==> config.mk <==
export PLATFORM = sky130hd
export DESIGN_NAME = lsu_ctrl
export DESIGN_NICKNAME = d
export VERILOG_FILES = /design/src/rtl/lsu_ctrl.sv
export SDC_FILE = /design/constraint.sdc
export NUM_CORES = 1
export LEC_CHECK = 0
export CAP_MARGIN = 20
export CORE_MARGIN = 2
export CORE_UTILIZATION = 35
export DETAILED_ROUTE_END_ITERATION = 7
export PLACE_DENSITY = 0.67
export SYNTH_ARGS = -nofsm -noshare
export SYNTH_HDL_FRONTEND = slang
export SYNTH_SLANG_ARGS = --single-unit
==> constraint.sdc <==
create_clock -name clk -period 6 [get_ports clk]
set_clock_uncertainty 0.15 [all_clocks]
set_input_delay 0.6 -clock clk [delete_from_list [all_inputs] [get_ports clk]]
set_output_delay 0.6 -clock clk [all_outputs]
set_load 0.005 [all_outputs]
==> src/rtl/lsu_ctrl.sv <==
// rtl/lsu_ctrl.sv - RV32 load/store unit driving a word-wide data memory (RMW for SB/SH).
// Define LSU_MISALIGN_CHK_EN to report misaligned H/W accesses as errors instead of force-aligning.
module lsu_ctrl #(
  parameter int ADDR_W = 10
) (
  input  logic              clk,
  input  logic              reset,
  input  logic              req_valid,
  output logic              req_ready,
  input  logic              req_we,
  input  logic [2:0]        req_funct3,
  input  logic [31:0]       req_addr,
  input  logic [31:0]       req_wdata,
  output logic              resp_valid,
  output logic [31:0]       resp_rdata,
  output logic              resp_err,
  output logic              mem_read,
  output logic              mem_write,
  output logic [ADDR_W-1:0] mem_addr,
  output logic [31:0]       mem_wdata,
  input  logic [31:0]       mem_rdata
);

  typedef enum logic [1:0] {IDLE, RD, WR, DONE} state_t;

  state_t              state_q;
  logic                we_q;
  logic [2:0]          funct3_q;
  logic [ADDR_W+1:0]   addr_q;
  logic [31:0]         wdata_q;
  logic [31:0]         rword_q;
  logic                resp_valid_q;
  logic                resp_err_q;
  logic [31:0]         resp_rdata_q;

  logic                illegal_d;
  logic                misalign_d;
  logic                unused_addr;

  // Address bits above the memory size wrap, so they are deliberately dropped.
  assign unused_addr = ^req_addr[31:ADDR_W+2];

  assign illegal_d = req_we ? (req_funct3 > 3'd2)
                            : ((req_funct3 == 3'd3) || (req_funct3[2:1] == 2'b11));

`ifdef LSU_MISALIGN_CHK_EN
  assign misalign_d = ((req_funct3[1:0] == 2'b01) && req_addr[0]) ||
                      ((req_funct3[1:0] == 2'b10) && (req_addr[1:0] != 2'b00));
`else
  assign misalign_d = 1'b0;
`endif

  function automatic logic [31:0] load_ext(input logic [31:0] w, input logic [2:0] f3,
                                           input logic [1:0] lane);
    logic [31:0] sh;
    logic [7:0]  b;
    logic [15:0] h;
    sh = w >> {lane, 3'b000};
    b  = sh[7:0];
    h  = lane[1] ? w[31:16] : w[15:0];
    case (f3)
      3'd0:    load_ext = {{24{b[7]}}, b};
      3'd4:    load_ext = {24'h0, b};
      3'd1:    load_ext = {{16{h[15]}}, h};
      3'd5:    load_ext = {16'h0, h};
      default: load_ext = w;
    endcase
  endfunction

  function automatic logic [31:0] store_merge(input logic [31:0] old, input logic [31:0] wd,
                                              input logic [2:0] f3, input logic [1:0] lane);
    logic [31:0] m;
    m = old;
    case (f3)
      3'd0:    m[{lane, 3'b000} +: 8] = wd[7:0];
      3'd1:    m[{lane[1], 4'b0000} +: 16] = wd[15:0];
      default: m = wd;
    endcase
    return m;
  endfunction

  always_ff @(posedge clk) begin
    if (reset) begin
      state_q      <= IDLE;
      we_q         <= 1'b0;
      funct3_q     <= 3'd0;
      addr_q       <= '0;
      wdata_q      <= 32'h0;
      rword_q      <= 32'h0;
      resp_valid_q <= 1'b0;
      resp_err_q   <= 1'b0;
      resp_rdata_q <= 32'h0;
    end else begin
      resp_valid_q <= 1'b0;
      resp_err_q   <= 1'b0;
      resp_rdata_q <= 32'h0;
      case (state_q)
        IDLE: begin
          if (req_valid) begin
            we_q     <= req_we;
            funct3_q <= req_funct3;
            addr_q   <= req_addr[ADDR_W+1:0];
            wdata_q  <= req_wdata;
            if (illegal_d || misalign_d) begin
              state_q      <= DONE;
              resp_valid_q <= 1'b1;
              resp_err_q   <= 1'b1;
            end else if (!req_we || (req_funct3 != 3'd2)) begin
              state_q <= RD;
            end else begin
              state_q <= WR;
            end
          end
        end
        RD: begin
          rword_q <= mem_rdata;
          if (we_q) begin
            state_q <= WR;
          end else begin
            state_q      <= DONE;
            resp_valid_q <= 1'b1;
            resp_rdata_q <= load_ext(mem_rdata, funct3_q, addr_q[1:0]);
          end
        end
        WR: begin
          state_q      <= DONE;
          resp_valid_q <= 1'b1;
        end
        DONE: state_q <= IDLE;
        default: state_q <= IDLE;
      endcase
    end
  end

  // Memory strobes are gated by reset directly so an aborted WR never writes.
  assign req_ready  = (state_q == IDLE) && !reset;
  assign mem_read   = (state_q == RD) && !reset;
  assign mem_write  = (state_q == WR) && !reset;
  assign mem_addr   = reset ? '0 : addr_q[ADDR_W+1:2];
  assign mem_wdata  = mem_write ? store_merge(rword_q, wdata_q, funct3_q, addr_q[1:0]) : 32'h0;
  assign resp_valid = resp_valid_q;
  assign resp_err   = resp_err_q;
  assign resp_rdata = resp_rdata_q;

endmodule

==> summary.md <==
| Metric | Value |
|---|---|
| H-tree Lvls | 4 |
| Total wirelength of the detailed-routed design | 17920 µm |
| Hold-fix buffers, CTS | 0 |
| Switching share of total power | 0.3265 |
| Power share of the sequential group | 0.342 |
| Master cell of the clock root buffer | sky130_fd_sc_hd__clkbuf_16 |
| Number of I/O port buffers | 161 |
| Number of search-and-repair iterations in the first detailed-routing pass | 5 |
| CTS Buf Count | 17 |
| Count of flip-flops with a built-in enable after synthesis | 0 |
| CTS sink cnt | 116 |
| Finish-stage setup viols | 0 |
| Max Clock Freq | 257.2 MHz |
| Cell area after synthesis | 0.005635 mm² |
| Average vias per placed instance | 5.122 |
| Clock tree from TritonCTS | yes |
| Number of nets in the final layout | 924 |
| Std cell rows | 46 |
| Most used flip-flop cell after synthesis | sky130_fd_sc_hd__dfxtp_1 |
| Number of nets produced by synthesis | 792 |
| Final hold violation count | 0 |
| Final antenna-violating net count | 0 |
| Vias in the first global route | 4930 |
| Startpoint of the most critical hold path | addr_q[8] |
| Library cells used by synthesis | 54 |
| Power consumption | 3.039 mW |
| Endpoint, Worst Hold | addr_q[8] |
| Portion of total power attributed to combinational logic | 0.314 |
| Last weighted congestion value of the routability-driven placer | 0.9094 |
| Core footprint | 0.01583 mm² |
| Worst-case clock buffer depth | 2 |
| Synth warnings | 0 |
| Initial Util | 0.3560 |
| Area after DPL | 0.007266 mm² |
| Part of the Yosys area used for sequential elements | 0.4121 |
| Proportion of synthesized flip-flops having asynchronous set or reset | 0 |
| Headroom to the max-slew limit | 0.3101 |
| Min Tclk post-route | 3888 ps |
| DRC marker count from the first detailed-route iteration | 382 |
| Remaining Overflow, GRT | 0 |
| Highest cell delay on the worst timing path | 670 ps |
| Transition time at the pin with the least slew margin | 1035 ps |
| Cell depth of the worst min-delay path | 2 |
| Gate count of the mapped netlist | 679 |
| Crit path DAT | 3140 ps |
| Crit path required time | 5250 ps |
| Ports placed on the boundary | 182 |
| Run status | finished, final reports clean |
| Setup repair after global routing missed its margin | no |
| Nature of the critical path startpoint | flop |
| Antenna diode count | 0 |
| Flip-flop and latch count after synthesis | 116 |
| Setup slack of the most critical reg-to-reg path | 3030 ps |
| Post-DP HPWL | 12560 µm |
| Worst-Skew Late Latency | 410 ps |
| Most common cell after layout, fill and taps aside | sky130_fd_sc_hd__nand2_1 |
| Destination of the worst register-to-register timing path | resp_rdata[6] |
| Path category of the worst min-delay check | flop to flop |
| Max-slew violations | 0 |
| Cell with the largest stage delay on the worst path | sky130_fd_sc_hd__nor2_1 |
| Overall track demand over capacity in global routing | 0.2111 |
| Total net switching power | 0.9922 mW |
| Endpoint type of the worst setup path | output pin |
| Height of the die | 130.9 µm |
| Type of the worst setup path | flop to output pin |
| Detailed-route DRC error count | 0 |
| Final total negative setup slack | 0 ps |
| Total Die Area | 0.01713 mm² |
| Reg-to-reg critical path startpoint | state_q[1] |
| Finished Cell Area | 0.007871 mm² |
| CTS clock-pin slew for the worst setup and hold paths | 50 ps |
| Worst hold margin | 297.4 ps |
| Synth-to-Final Area Change | 39.68% |
| Wire length per cell | 17.25 µm |
| Number of cells on the worst reg-to-reg path | 5 |
| Ordered cell list for the critical path | nor2_1, o21ai_2, a211oi_2, a22o_1, clkdlybuf4s50_1 |
| Maximum number of pins on one net before global-route repair | 97 |
| Post-route core utilization | 0.4973 |
| Per-instance average area after synthesis | 8.300 µm² |
| Commonest cells after routing, fill and taps aside | sky130_fd_sc_hd__nand2_1, sky130_fd_sc_hd__clkdlybuf4s50_1, sky130_fd_sc_hd__dfxtp_1, sky130_fd_sc_hd__a21oi_1, sky130_fd_sc_hd__nor2_1 |
| Clock share of power | 0.345 |
| First-pass GRT wire length | 27280 µm |
| Static leakage | 2.837 nW |
| Largest fanout on the critical path | 11 |
| Max-capacitance violation count | 0 |
| Total setup buffers inserted after CTS | 0 |
| Vias | 5322 |
| Peak VDD IR | 0.2701 mV |
| Period utilisation layout | 0.6481 |
| Total internal power | 2.046 mW |
| Fraction of final layout cells with drive strength greater than 1 | 0.07776 |
| Total power density per cell area | 386.0 mW/mm² |
| CTS resizes | 0 |
| Number of antenna violations at the first check in global routing | 0 |
| Width of the die | 130.9 µm |
==> cells in the mapped netlist, types with 8 or more instances <==
cell	instances	area share
sky130_fd_sc_hd__nand2_1	169	0.11
sky130_fd_sc_hd__dfxtp_1	116	0.41
sky130_fd_sc_hd__a21oi_1	70	0.062
sky130_fd_sc_hd__nor2_1	58	0.039
sky130_fd_sc_hd__mux2i_1	42	0.075
sky130_fd_sc_hd__clkbuf_1	21	0.014
sky130_fd_sc_hd__inv_1	16	0.011
sky130_fd_sc_hd__a221o_1	15	0.027
sky130_fd_sc_hd__buf_2	15	0.013
sky130_fd_sc_hd__nor2b_1	14	0.016
sky130_fd_sc_hd__a31oi_1	13	0.014
sky130_fd_sc_hd__ha_1	10	0.022
sky130_fd_sc_hd__a221oi_1	9	0.014
sky130_fd_sc_hd__a22o_1	8	0.012
sky130_fd_sc_hd__a22oi_1	8	0.011
sky130_fd_sc_hd__a32o_1	8	0.014
sky130_fd_sc_hd__o21ai_0	8	0.0071
==> sequential cells by signal, summed over array words and instances, names as in the netlist <==
name,count
resp_rdata,32
rword_q,32
wdata_q,32
addr_q,12
funct3_q,3
state_q,2
resp_err,1
resp_valid,1
we_q,1
==> power groups by stage <==
stage	clock network [mW]	registers (mW)	logic [mW]
6_report	1.05	1.04	0.953
3_3_place_gp	0	1.05	0.943
2_1_floorplan	0	1.01	0.658
3_5_place_dp	0	1.05	0.951
5_1_grt	1.10	1.05	1.06
4_1_cts	1.07	1.04	0.956
==> worst max-delay path: cells and delay by family, from the launching register on <==
kind                   cells  cell delay, ps
and+or+nand+nor            1             670
DFF                        1             410
AOI/OAI and AO/OA          3            1130
buffers and inverters      1             520
==> cell families after synthesis <==
family | Yosys count | synth area share
mux | 50 | 0.09125
fa+ha+maj | 10 | 0.02220
buf+inv | 72 | 0.06550
flops | 116 | 0.4121
simple gates | 264 | 0.1978
compound gates | 167 | 0.2112
==> layout make-up <==
class	count	area [µm²]
sequential	116	2323
clock buffer	20	446.7
clock inverter	11	158.9
inverter	17	66.31
fill	1549	7956
multi-input combinational	491	2947
tap	216	270.3
timing repair buffer	168	1659
==> per-stage QoR <==
stage | instances | setup slack [ps]
4_1_cts | 1039 | 2150
3_3_place_gp | 1008 | 2477
5_1_grt | 1039 | 1895
3_5_place_dp | 1008 | 2477
6_report | 1039 | 2112
2_1_floorplan | 679 | 3257
==> per-layer routing <==
layer / vias to the layer above / GRT usage / wire [µm]
li1: 2633 / - / -
met4: 0 / 0.06884 / 270
met1: 2490 / 0.2719 / 7782
met3: 18 / 0.05578 / 1322
met2: 181 / 0.3453 / 8543
met5: - / 0 / 0
==> worst max path at each step <==
stage | start | to | slack (ps) | cells past startpoint
6_report | funct3_q[2] | mem_wdata[7] | 2110 | 5
3_3_place_gp | reset | mem_wdata[16] | 2480 | 5
4_1_cts | funct3_q[2] | mem_wdata[4] | 2150 | 5
5_1_grt | funct3_q[2] | mem_wdata[7] | 1890 | 5
2_1_floorplan | addr_q[1] | mem_wdata[16] | 3260 | 9
3_5_place_dp | reset | mem_wdata[17] | 2480 | 5
Note: power is estimated with default switching activity, not from simulation.
==> variant, RTL diff (config.mk and constraints unchanged) <==
Re-encode `state_t` (4 states) as one-hot, 4 bits wide.
--- a/src/rtl/lsu_ctrl.sv
+++ b/src/rtl/lsu_ctrl.sv
@@ -21,7 +21,7 @@
   input  logic [31:0]       mem_rdata
 );
 
-  typedef enum logic [1:0] {IDLE, RD, WR, DONE} state_t;
+  typedef enum logic [3:0] {IDLE = 4'b0001, RD = 4'b0010, WR = 4'b0100, DONE = 4'b1000} state_t;
 
   state_t              state_q;
   logic                we_q;
Formal check against the unedited RTL: same outputs for any inputs over 4 cycles, from zero or initial values and one cycle with reset high; so few cycles prove little.
==> variant against the original RTL <==
Hold slack barely moved. Sequential cell count grew 2. Utilization up 1.4 points. Fmax fell by 7.2%. Via count rose by 3.9%. Routed wire length is 1.4% higher. Design area is 1.6% lower. Worst setup slack got worse by 300 ps. Synthesized area is 4.2% lower. Cell count hardly changed. Largest cell class unchanged.
Power is not compared: it rests on default switching activity, and its combinational part moved more than twofold at a synthesized area within 25%.
==> variant: results <==
<?xml version="1.0" encoding="UTF-8"?>
<metrics>
  <group name="status">
    <metric name="outcome" unit="">finished clean</metric>
  </group>
  <group name="placed_design">
    <metric name="numPortBuffers" unit="">161</metric>
    <metric name="detailed_place.area" unit="um^2">7110</metric>
    <metric name="place_hpwl" unit="mm">12.8</metric>
    <metric name="replace_congestion" unit="">0.903</metric>
  </group>
  <group name="yosys">
    <metric name="synth.yosys.seq_area_share" unit="%">43.7</metric>
    <metric name="synth_fp_nets" unit="">808</metric>
    <metric name="yosys-top-cells-area" unit="">sky130_fd_sc_hd__dfxtp_1, sky130_fd_sc_hd__nand2_1, sky130_fd_sc_hd__a21oi_1</metric>
    <metric name="synth_common_cells" unit="">sky130_fd_sc_hd__nand2_1, sky130_fd_sc_hd__dfxtp_1, sky130_fd_sc_hd__a21oi_1</metric>
    <metric name="share_of_synthesized_flip_flops_with_an_asynchronous_set_or_reset" unit="%">0</metric>
    <metric name="synth_cell_type_count" unit="">45</metric>
  </group>
  <group name="critical_path">
    <metric name="reg2reg_slack" unit="ps">3510</metric>
    <metric name="timing.rr.end" unit="">resp_rdata[8]</metric>
    <metric name="worstSetupEndpoint" unit="">mem_wdata[15]</metric>
    <metric name="path_class" unit="">register to primary output</metric>
    <metric name="crit_path_max_fanout" unit="">39</metric>
    <metric name="timing.critical_path.arrival" unit="ps">3440</metric>
    <metric name="r2r_start" unit="">addr_q[1]</metric>
  </group>
  <group name="power">
    <metric name="clk-power" unit="uW">1080</metric>
    <metric name="p_leak" unit="uW">0.00266</metric>
    <metric name="power.switching_fraction" unit="%">25.4</metric>
  </group>
  <group name="sta">
    <metric name="worst_relative_slew_slack" unit="%">30.8</metric>
  </group>
  <group name="cells_and_area">
    <metric name="fin_nets" unit="">946</metric>
    <metric name="area_growth" unit="%">43.4</metric>
    <metric name="insertedDiodeCount" unit="">0</metric>
    <metric name="drive_gt1_share" unit="%">8.12</metric>
    <metric name="fillerInstances" unit="">1465</metric>
  </group>
  <group name="global_routing">
    <metric name="maximum_number_of_pins_on_one_net_before_global_route_repair" unit="">95</metric>
    <metric name="gr-usage-all-layers" unit="%">22.1</metric>
    <metric name="grt_first_pass_wirelength" unit="mm">27.9</metric>
    <metric name="first_global_vias" unit="">5211</metric>
  </group>
  <group name="route">
    <metric name="detail_route.vias_per_cell" unit="">5.32</metric>
    <metric name="route.detailed.wl_per_inst" unit="um">17.5</metric>
    <metric name="drtPass1Iterations" unit="">5</metric>
    <metric name="drt-initial-drc-count" unit="">479</metric>
  </group>
  <group name="cts">
    <metric name="post_cts.resized_instances" unit="">0</metric>
    <metric name="cts-root-buf" unit="">sky130_fd_sc_hd__clkbuf_16</metric>
  </group>
</metrics>
variant: cell count changes after synthesis, moves of 9 or more:
cell,delta
sky130_fd_sc_hd__a221o_1,-15
sky130_fd_sc_hd__clkbuf_1,+21
sky130_fd_sc_hd__nor2_1,-29
sky130_fd_sc_hd__mux2i_1,-34
sky130_fd_sc_hd__o21ai_0,+10
sky130_fd_sc_hd__a21oi_1,+30
sky130_fd_sc_hd__nand2_1,+47
sky130_fd_sc_hd__buf_2,-10
sky130_fd_sc_hd__nand3_1,+9
variant: logic make-up (layout without fill, tap and decap cells):
| kind of cell | Yosys count | count (layout) | synth area share, % |
|---|---|---|---|
| adders and majority gates | 5 | 5 | 1.16 |
| and+or+nand+nor | 306 | 306 | 24.2 |
| muxes | 16 | 16 | 3.15 |
| buffers and inverters | 66 | 216 | 4.84 |
| AOI/OAI and AO/OA | 189 | 189 | 22.9 |
| DFF | 118 | 118 | 43.7 |
variant: metal layers:
| metal | vias up | global-route usage (%) | share of wire [%] |
|---|---|---|---|
| li1 | 2702 | - | - |
| met3 | 34 | 5.13 | 7.8 |
| met4 | 0 | 8.66 | 2.3 |
| met5 | - | 0 | 0 |
| met2 | 222 | 36.5 | 49 |
| met1 | 2569 | 28.0 | 41 |
variant: how the worst min path moves through the flow:
stage / slack, ps / depth (start not counted) / end / from
finish: 300 / 2 / addr_q[9] / addr_q[9]
global route: 310 / 2 / addr_q[4] / addr_q[4]
CTS: 300 / 2 / addr_q[4] / addr_q[4]
detailed placement: 290 / 2 / addr_q[4] / addr_q[4]
global placement: 290 / 2 / addr_q[7] / addr_q[7]
floorplan: 280 / 2 / addr_q[10] / addr_q[10]
variant: worst max-delay path, cell delays in order (launching register included):
cell and delay, ps:
sky130_fd_sc_hd__dfxtp_1 300, sky130_fd_sc_hd__buf_4 410, sky130_fd_sc_hd__inv_1 300, sky130_fd_sc_hd__ha_1 310, sky130_fd_sc_hd__nor4_1 350, sky130_fd_sc_hd__and4_1 420
sky130_fd_sc_hd__nand2_1 90, sky130_fd_sc_hd__a31oi_1 280, sky130_fd_sc_hd__clkdlybuf4s50_1 570
variant: through the flow:
| stage | worst slack (ps) | total power, uW | hold WS [ps] | instances |
|---|---|---|---|---|
| floorplan | 3260 | 1020 | 282 | 700 |
| global placement | 2220 | 1140 | 288 | 1007 |
| detailed placement | 2230 | 1150 | 292 | 1007 |
| CTS | 1870 | 2230 | 300 | 1038 |
| global route | 1640 | 2300 | 310 | 1038 |
| finish | 1810 | 2210 | 297 | 1038 |
variant: area by class of cell:
type / count / share of cell area, %
multi-input combinational: 516 / 35.9
inverter: 14 / 0.679
clock buffer: 19 / 5.85
tap: 188 / 3.04
clock inverter: 12 / 2.29
sequential: 118 / 30.5
timing repair buffer: 171 / 21.7
